===== config.mk =====
export PLATFORM = sky130hd
export DESIGN_NAME = nrisc_ddata_mem
export DESIGN_NICKNAME = d
export VERILOG_FILES = /design/src/rtl/nrisc_ddata_mem.sv
export SDC_FILE = /design/constraint.sdc
export NUM_CORES = 2
export LEC_CHECK = 0
export BUFFER_PORTS_ARGS = -buffer_cell sky130_fd_sc_hd__buf_2
export CAP_MARGIN = 40
export CORE_MARGIN = 2
export CORE_UTILIZATION = 44
export CTS_CLUSTER_SIZE = 20
export DETAILED_ROUTE_END_ITERATION = 7
export PLACE_DENSITY_LB_ADDON = 0.25
export SLEW_MARGIN = 40
export SYNTH_ARGS = -nofsm -noshare
export SYNTH_HDL_FRONTEND = slang
export SYNTH_SLANG_ARGS = --single-unit

===== constraint.sdc =====
create_clock -name clk -period 3.8 [get_ports clk]
set_input_delay 0.57 -clock clk [delete_from_list [all_inputs] [get_ports clk]]
set_output_delay 0.57 -clock clk [all_outputs]
set_load 0.1 [all_outputs]

===== src/rtl/nrisc_ddata_mem.sv =====
// NRISC DDATA_CORE data-memory responder with sticky first-error capture.
// Define NRISC_DMEM_BYTE_EN to build byte-lane access modes.
module nrisc_ddata_mem #(
  parameter int TAM        = 16,
  parameter int N_DData    = 16,
  parameter int DEPTH_LOG2 = 8
) (
  input  logic               clk,
  input  logic               rst,
  input  logic [N_DData-1:0] DDATA_CORE_addr,
  input  logic [TAM-1:0]     DDATA_CORE_in,
  output logic [TAM-1:0]     DDATA_CORE_out,
  input  logic               DDATA_CORE_load,
  input  logic               DDATA_CORE_write,
  input  logic [2:0]         DDATA_CORE_ctrl,
  output logic [1:0]         dmem_err,
  output logic [N_DData-1:0] dmem_err_addr
);

  localparam int DEPTH = 2 ** DEPTH_LOG2;

  logic [TAM-1:0]        mem [DEPTH];
  logic [DEPTH_LOG2-1:0] idx;
  logic                  in_range;
  logic [TAM-1:0]        rd_word;
  logic [TAM-1:0]        rd_data;
  logic                  rsv;
  logic                  we;
  logic                  re;
  logic [1:0]            code;

  assign idx     = DDATA_CORE_addr[DEPTH_LOG2-1:0];
  assign rd_word = mem[idx];

  generate
    if (DEPTH_LOG2 < N_DData) begin : g_rng
      assign in_range = ~|DDATA_CORE_addr[N_DData-1:DEPTH_LOG2];
    end else begin : g_full
      assign in_range = 1'b1;
    end
  endgenerate

`ifdef NRISC_DMEM_BYTE_EN
  logic       wr_lo;
  logic       wr_hi;
  logic [7:0] wd_hi;

  always_comb begin
    rsv     = 1'b0;
    wr_lo   = 1'b1;
    wr_hi   = 1'b1;
    wd_hi   = DDATA_CORE_in[15:8];
    rd_data = rd_word;
    case (DDATA_CORE_ctrl)
      3'b000: ;
      3'b001, 3'b101: begin
        wr_hi   = 1'b0;
        rd_data = {{8{DDATA_CORE_ctrl[2] & rd_word[7]}},
                   rd_word[7:0]};
      end
      3'b010, 3'b110: begin
        wr_lo   = 1'b0;
        wd_hi   = DDATA_CORE_in[7:0];
        rd_data = {{8{DDATA_CORE_ctrl[2] & rd_word[15]}},
                   rd_word[15:8]};
      end
      default: rsv = 1'b1;
    endcase
  end

  // Byte writes always take their data from the low input byte.
  always_ff @(posedge clk) begin
    if (we && wr_lo) mem[idx][7:0]  <= DDATA_CORE_in[7:0];
    if (we && wr_hi) mem[idx][15:8] <= wd_hi;
  end
`else
  logic unused_ctrl;

  assign unused_ctrl = ^DDATA_CORE_ctrl;
  assign rsv         = 1'b0;
  assign rd_data     = rd_word;

  always_ff @(posedge clk) begin
    if (we) mem[idx] <= DDATA_CORE_in;
  end
`endif

  assign we = rst & DDATA_CORE_write & ~rsv & in_range;
  assign re = DDATA_CORE_load & ~DDATA_CORE_write & ~rsv;

  always_comb begin
    code = 2'b00;
    if (DDATA_CORE_load && DDATA_CORE_write)
      code = 2'b11;
    else if ((DDATA_CORE_load || DDATA_CORE_write) && rsv)
      code = 2'b10;
    else if ((DDATA_CORE_load || DDATA_CORE_write) && !in_range)
      code = 2'b01;
  end

  always_ff @(posedge clk) begin
    if (!rst) begin
      DDATA_CORE_out <= '0;
      dmem_err       <= 2'b00;
      dmem_err_addr  <= '0;
    end else begin
      if (re)
        DDATA_CORE_out <= in_range ? rd_data : '0;
      if (dmem_err == 2'b00 && code != 2'b00) begin
        dmem_err      <= code;
        dmem_err_addr <= DDATA_CORE_addr;
      end
    end
  end

endmodule


==> summary.md <==
The run finished with clean final reports. The number of antenna violations at the first check in global routing is 30, and the gate count of the mapped netlist is 7799. The worst hold path belongs to the class input pin to flip-flop.

The number of hold buffers added after CTS was 24. The hold violation count in the final report is 0. CTS built an H-tree with a depth of 5. The tree is rooted in a sky130_fd_sc_hd__clkbuf_16. STA classifies the critical path endpoint as a flip-flop. Counting flops with a built-in enable in the synthesized netlist gives 4096. The power density over the cells was 513.4 nW/µm²; the post-synth design cell area was 158800 µm². The tools report the max-capacitance violation count as 0. In this design, the stage delay of the slowest critical-path cell is 0.59 ns.

The overall die width came out at 604.8 µm. The logs give 4130 for the TritonCTS sink count and 259900 µm for the half-perimeter wire length after placement. The post-synthesis async set-or-reset flop share works out to 0. The number of nets in the synthesized netlist is 7838.

The run gives 73 as the number of ports placed on the die boundary. The final standard cell utilization of the core came out at 0.5187. Counting tap cells, the placed design contains a total of 13090 instances. The floorplan has 220 rows. The total core area came out at 359200 µm². The post-CTS setup buffer count was 0. After detailed routing, the total wire length is 419200 µm. The run gives 0.4421 as the effective utilization at floorplan. The worst hold-check slack was 0.05753 ns; the last weighted congestion value of the routability-driven placer was 0.8638.

Setup repair after global routing left no endpoint under its margin. Global routing finished with a remaining overflow of 0. The detailed router's first-iteration violation count is 10640, and the synthesized area per cell is 20.37 µm².

The number of global-route vias before repair is 81150. The synthesized netlist contains 54 unique library cells. The critical path goes through mux4_2 > a221oi_1 > o21ai_0 > a21oi_1 > buf_4 > a211oi_1 > buf_4 > or4_1 > a32o_1. The maximum achievable frequency is 0.2897 GHz, and the die extent in y is 604.8 µm.

The most common flop cell mapped by yosys was sky130_fd_sc_hd__edfxtp_1. The biggest fanout along the worst timing path is 1, and the count of pins over their slew limit is 0. The arrival time of the worst setup path was 4.32 ns; the post-place setup slack was -0.5027 ns.

Wire length per cell after detailed routing: 30.15 µm. Among the stages of the critical path, the cell type that occurs most often is sky130_fd_sc_hd__buf_4. Entering global routing, the biggest net connects 116 pins.

Among all stages on the critical path, the largest delay is contributed by sky130_fd_sc_hd__a21oi_1. During synthesis, Yosys emitted a total of 0 warnings. The share of final-layout standard cells stronger than drive strength 1 came out at 0.2514. Once the clock tree was built, the resizer swapped 0 gates to a different size. Relative to the synthesized area, the layout overhead comes to 17.31%. Input and output buffers added on the ports amount to 69. For the tightest slew margin relative to the limit, the log shows 0.3911. The pre-antenna-repair detailed-routing pass consisted of 6 iterations.

Setup violations remaining at the end of the flow were counted as 0. Once detail routing completed, the nets flagged for antenna violations numbered 0. Kind of start point of the critical path: a flip-flop.

The number of vias after detailed routing was 82090; the overall fraction of global-route tracks in use was 0.2262. Final critical path time including I/O delays and setup: 3.452 ns. Across all register-to-register paths, the minimum setup slack is 0.35 ns. The full die area is 365800 µm². The tools report the smallest setup slack after layout as 0.3480 ns. In the routed design, unresolved DRC markers number 0. At the worst endpoint, the required time is 4.67 ns. Across the VDD grid, the largest voltage drop is 414.5 µV.

The logs give 595100 µm for the global-route wire length before repair and 0.98 ns for the clock insertion delay at the later pin of the skew report. The share of the yosys chip area belonging to registers is 0.7787, and the number of flip-flops and latches in the synthesized netlist is 4130. The number of CTS-inserted buffers was 416; the final period utilization was 0.9084. Type of the setup path with the least slack: flip-flop to flip-flop. The number of buffers on the longest clock path came out at 4. Clock edge transition at the registers on the reported setup and hold paths: 0.06 ns. At the pin with the least slew margin, the transition time is 0.9133 ns.

The final-stage net count was 8806. Once layout is complete, the cells apart from fillers number 13900. Between clock sinks in the finished design, the worst skew comes to 0.05932 ns. In this run the static leakage power is 61.37 nW. TritonCTS built the clock tree. The via-per-instance ratio is 5.904.
==> flip-flops by register name, indices dropped and copies added, names as in the netlist <==
| name | flops |
|---|---|
| mem | 4096 |
| dmem_err_addr | 16 |
| DDATA_CORE_out | 16 |
| dmem_err | 2 |
==> placed cells by master (no fill, tap or decap), drive strengths merged, types with 16 or more instances in the layout <==
| master | netlist | routed |
|---|---|---|
| nor3b | 16 | 16 |
| and3 | 36 | 36 |
| clkinv | 0 | 173 |
| dfxtp | 34 | 34 |
| mux4 | 612 | 612 |
| dlygate4sd3 | 0 | 28 |
| a32oi | 46 | 46 |
| or4b | 16 | 16 |
| nand2 | 127 | 127 |
| nor2 | 317 | 317 |
| or4 | 17 | 17 |
| a22o | 83 | 83 |
| nand3 | 118 | 118 |
| clkinvlp | 0 | 27 |
| a21oi | 127 | 127 |
| inv | 17 | 29 |
| nand4 | 63 | 63 |
| o22ai | 129 | 129 |
| a31oi | 16 | 16 |
| o31ai | 16 | 16 |
| bufinv | 0 | 42 |
| edfxtp | 4096 | 4096 |
| mux2 | 35 | 35 |
| a221oi | 81 | 81 |
| a32o | 16 | 16 |
| clkbuf | 233 | 513 |
| nor2b | 26 | 26 |
| o21ai | 83 | 83 |
| a22oi | 218 | 218 |
| buf | 256 | 1011 |
| mux2i | 837 | 837 |
| a211oi | 18 | 18 |
| nor3 | 21 | 21 |
| a221o | 16 | 16 |
==> area by class of cell <==
type / count / area (µm²)
fillers: 27950 / 172900
inverters: 17 / 63.81
clock inverters: 254 / 2551
diodes: 15 / 37.54
flip-flops and latches: 4130 / 123700
well taps: 4773 / 5972
clock buffers: 513 / 10940
repair buffers: 1039 / 10120
multi-input cells: 3163 / 32960
==> path summary, 6_finish.rpt <==
path,startpoint,to,depth (start not counted)
worst max-delay path,mem[39][7],DDATA_CORE_out[7],9
worst min-delay path,DDATA_CORE_in[5],mem[6][5],1
worst max register to register,mem[39][7],DDATA_CORE_out[7],9
worst min register to register,dmem_err_addr[3],dmem_err_addr[3],2
==> power by group <==
group | total [mW] | leakage, nW | internal [mW] | switching, mW
Clock | 40.6 | 6.51 | 23.3 | 17.2
Combinational | 5.02 | 17.8 | 1.81 | 3.21
Sequential | 50.1 | 37.1 | 50.1 | 0.0112
==> worst max-delay path: cells and delay by family, from the launching register on <==
family | cells | cell delay (ns)
flops | 1 | 0.36
buf+inv | 2 | 0.45
compound gates | 5 | 1.56
simple gates | 1 | 0.51
mux | 1 | 0.46
==> stage by stage <==
step / setup TNS, ns / total power, mW / instance area [µm²]
6_report: 0 / 95.65 / 186300
5_1_grt: 0 / 98.22 / 186300
4_1_cts: 0 / 96.22 / 186100
3_5_place_dp: -4.057 / 56.01 / 172400
3_3_place_gp: -8.110 / 55.91 / 172200
2_1_floorplan: 0 / 53.34 / 158800
==> synthesized netlist by cell type (all sizes together), types with 18 or more instances <==
cell type	number	area (µm²)
a211oi	18	135.1
a21oi	127	635.6
a221oi	81	709.4
a22o	83	727.0
a22oi	218	1637
a32oi	46	402.9
and3	36	225.2
buf	256	1406
clkbuf	233	874.6
dfxtp	34	680.7
edfxtp	4096	123000
mux2	35	394.1
mux2i	837	8378
mux4	612	13780
nand2	127	479.2
nand3	118	590.6
nand4	63	394.1
nor2	317	1190
nor2b	26	162.7
nor3	21	105.1
o21ai	83	415.4
o22ai	129	807.0
==> cells by family (layout without fill, tap and decap cells) <==
kind of cell           Yosys count  count (layout)  share of synthesized area
flip-flops                    4130            4130                     0.7787
multiplexers                  1484            1484                     0.1420
AO/OA/AOI/OAI                  886             886                    0.04036
AND/OR/NAND/NOR                793             793                    0.02418
buffers and inverters          506            1823                    0.01476
other                            0              15                          0
==> routing by layer <==
| metal | vias to the layer above | wire (µm) | GRT usage | share of wire |
|---|---|---|---|---|
| li1 | 34460 | - | - | - |
| met1 | 43540 | 177000 | 0.3304 | 0.42 |
| met2 | 3507 | 191100 | 0.3449 | 0.46 |
| met3 | 581 | 37020 | 0.04273 | 0.088 |
| met4 | 6 | 14080 | 0.07192 | 0.034 |
| met5 | - | 49 | 0 | 0.00012 |
Power figures use the tool's default switching activity.
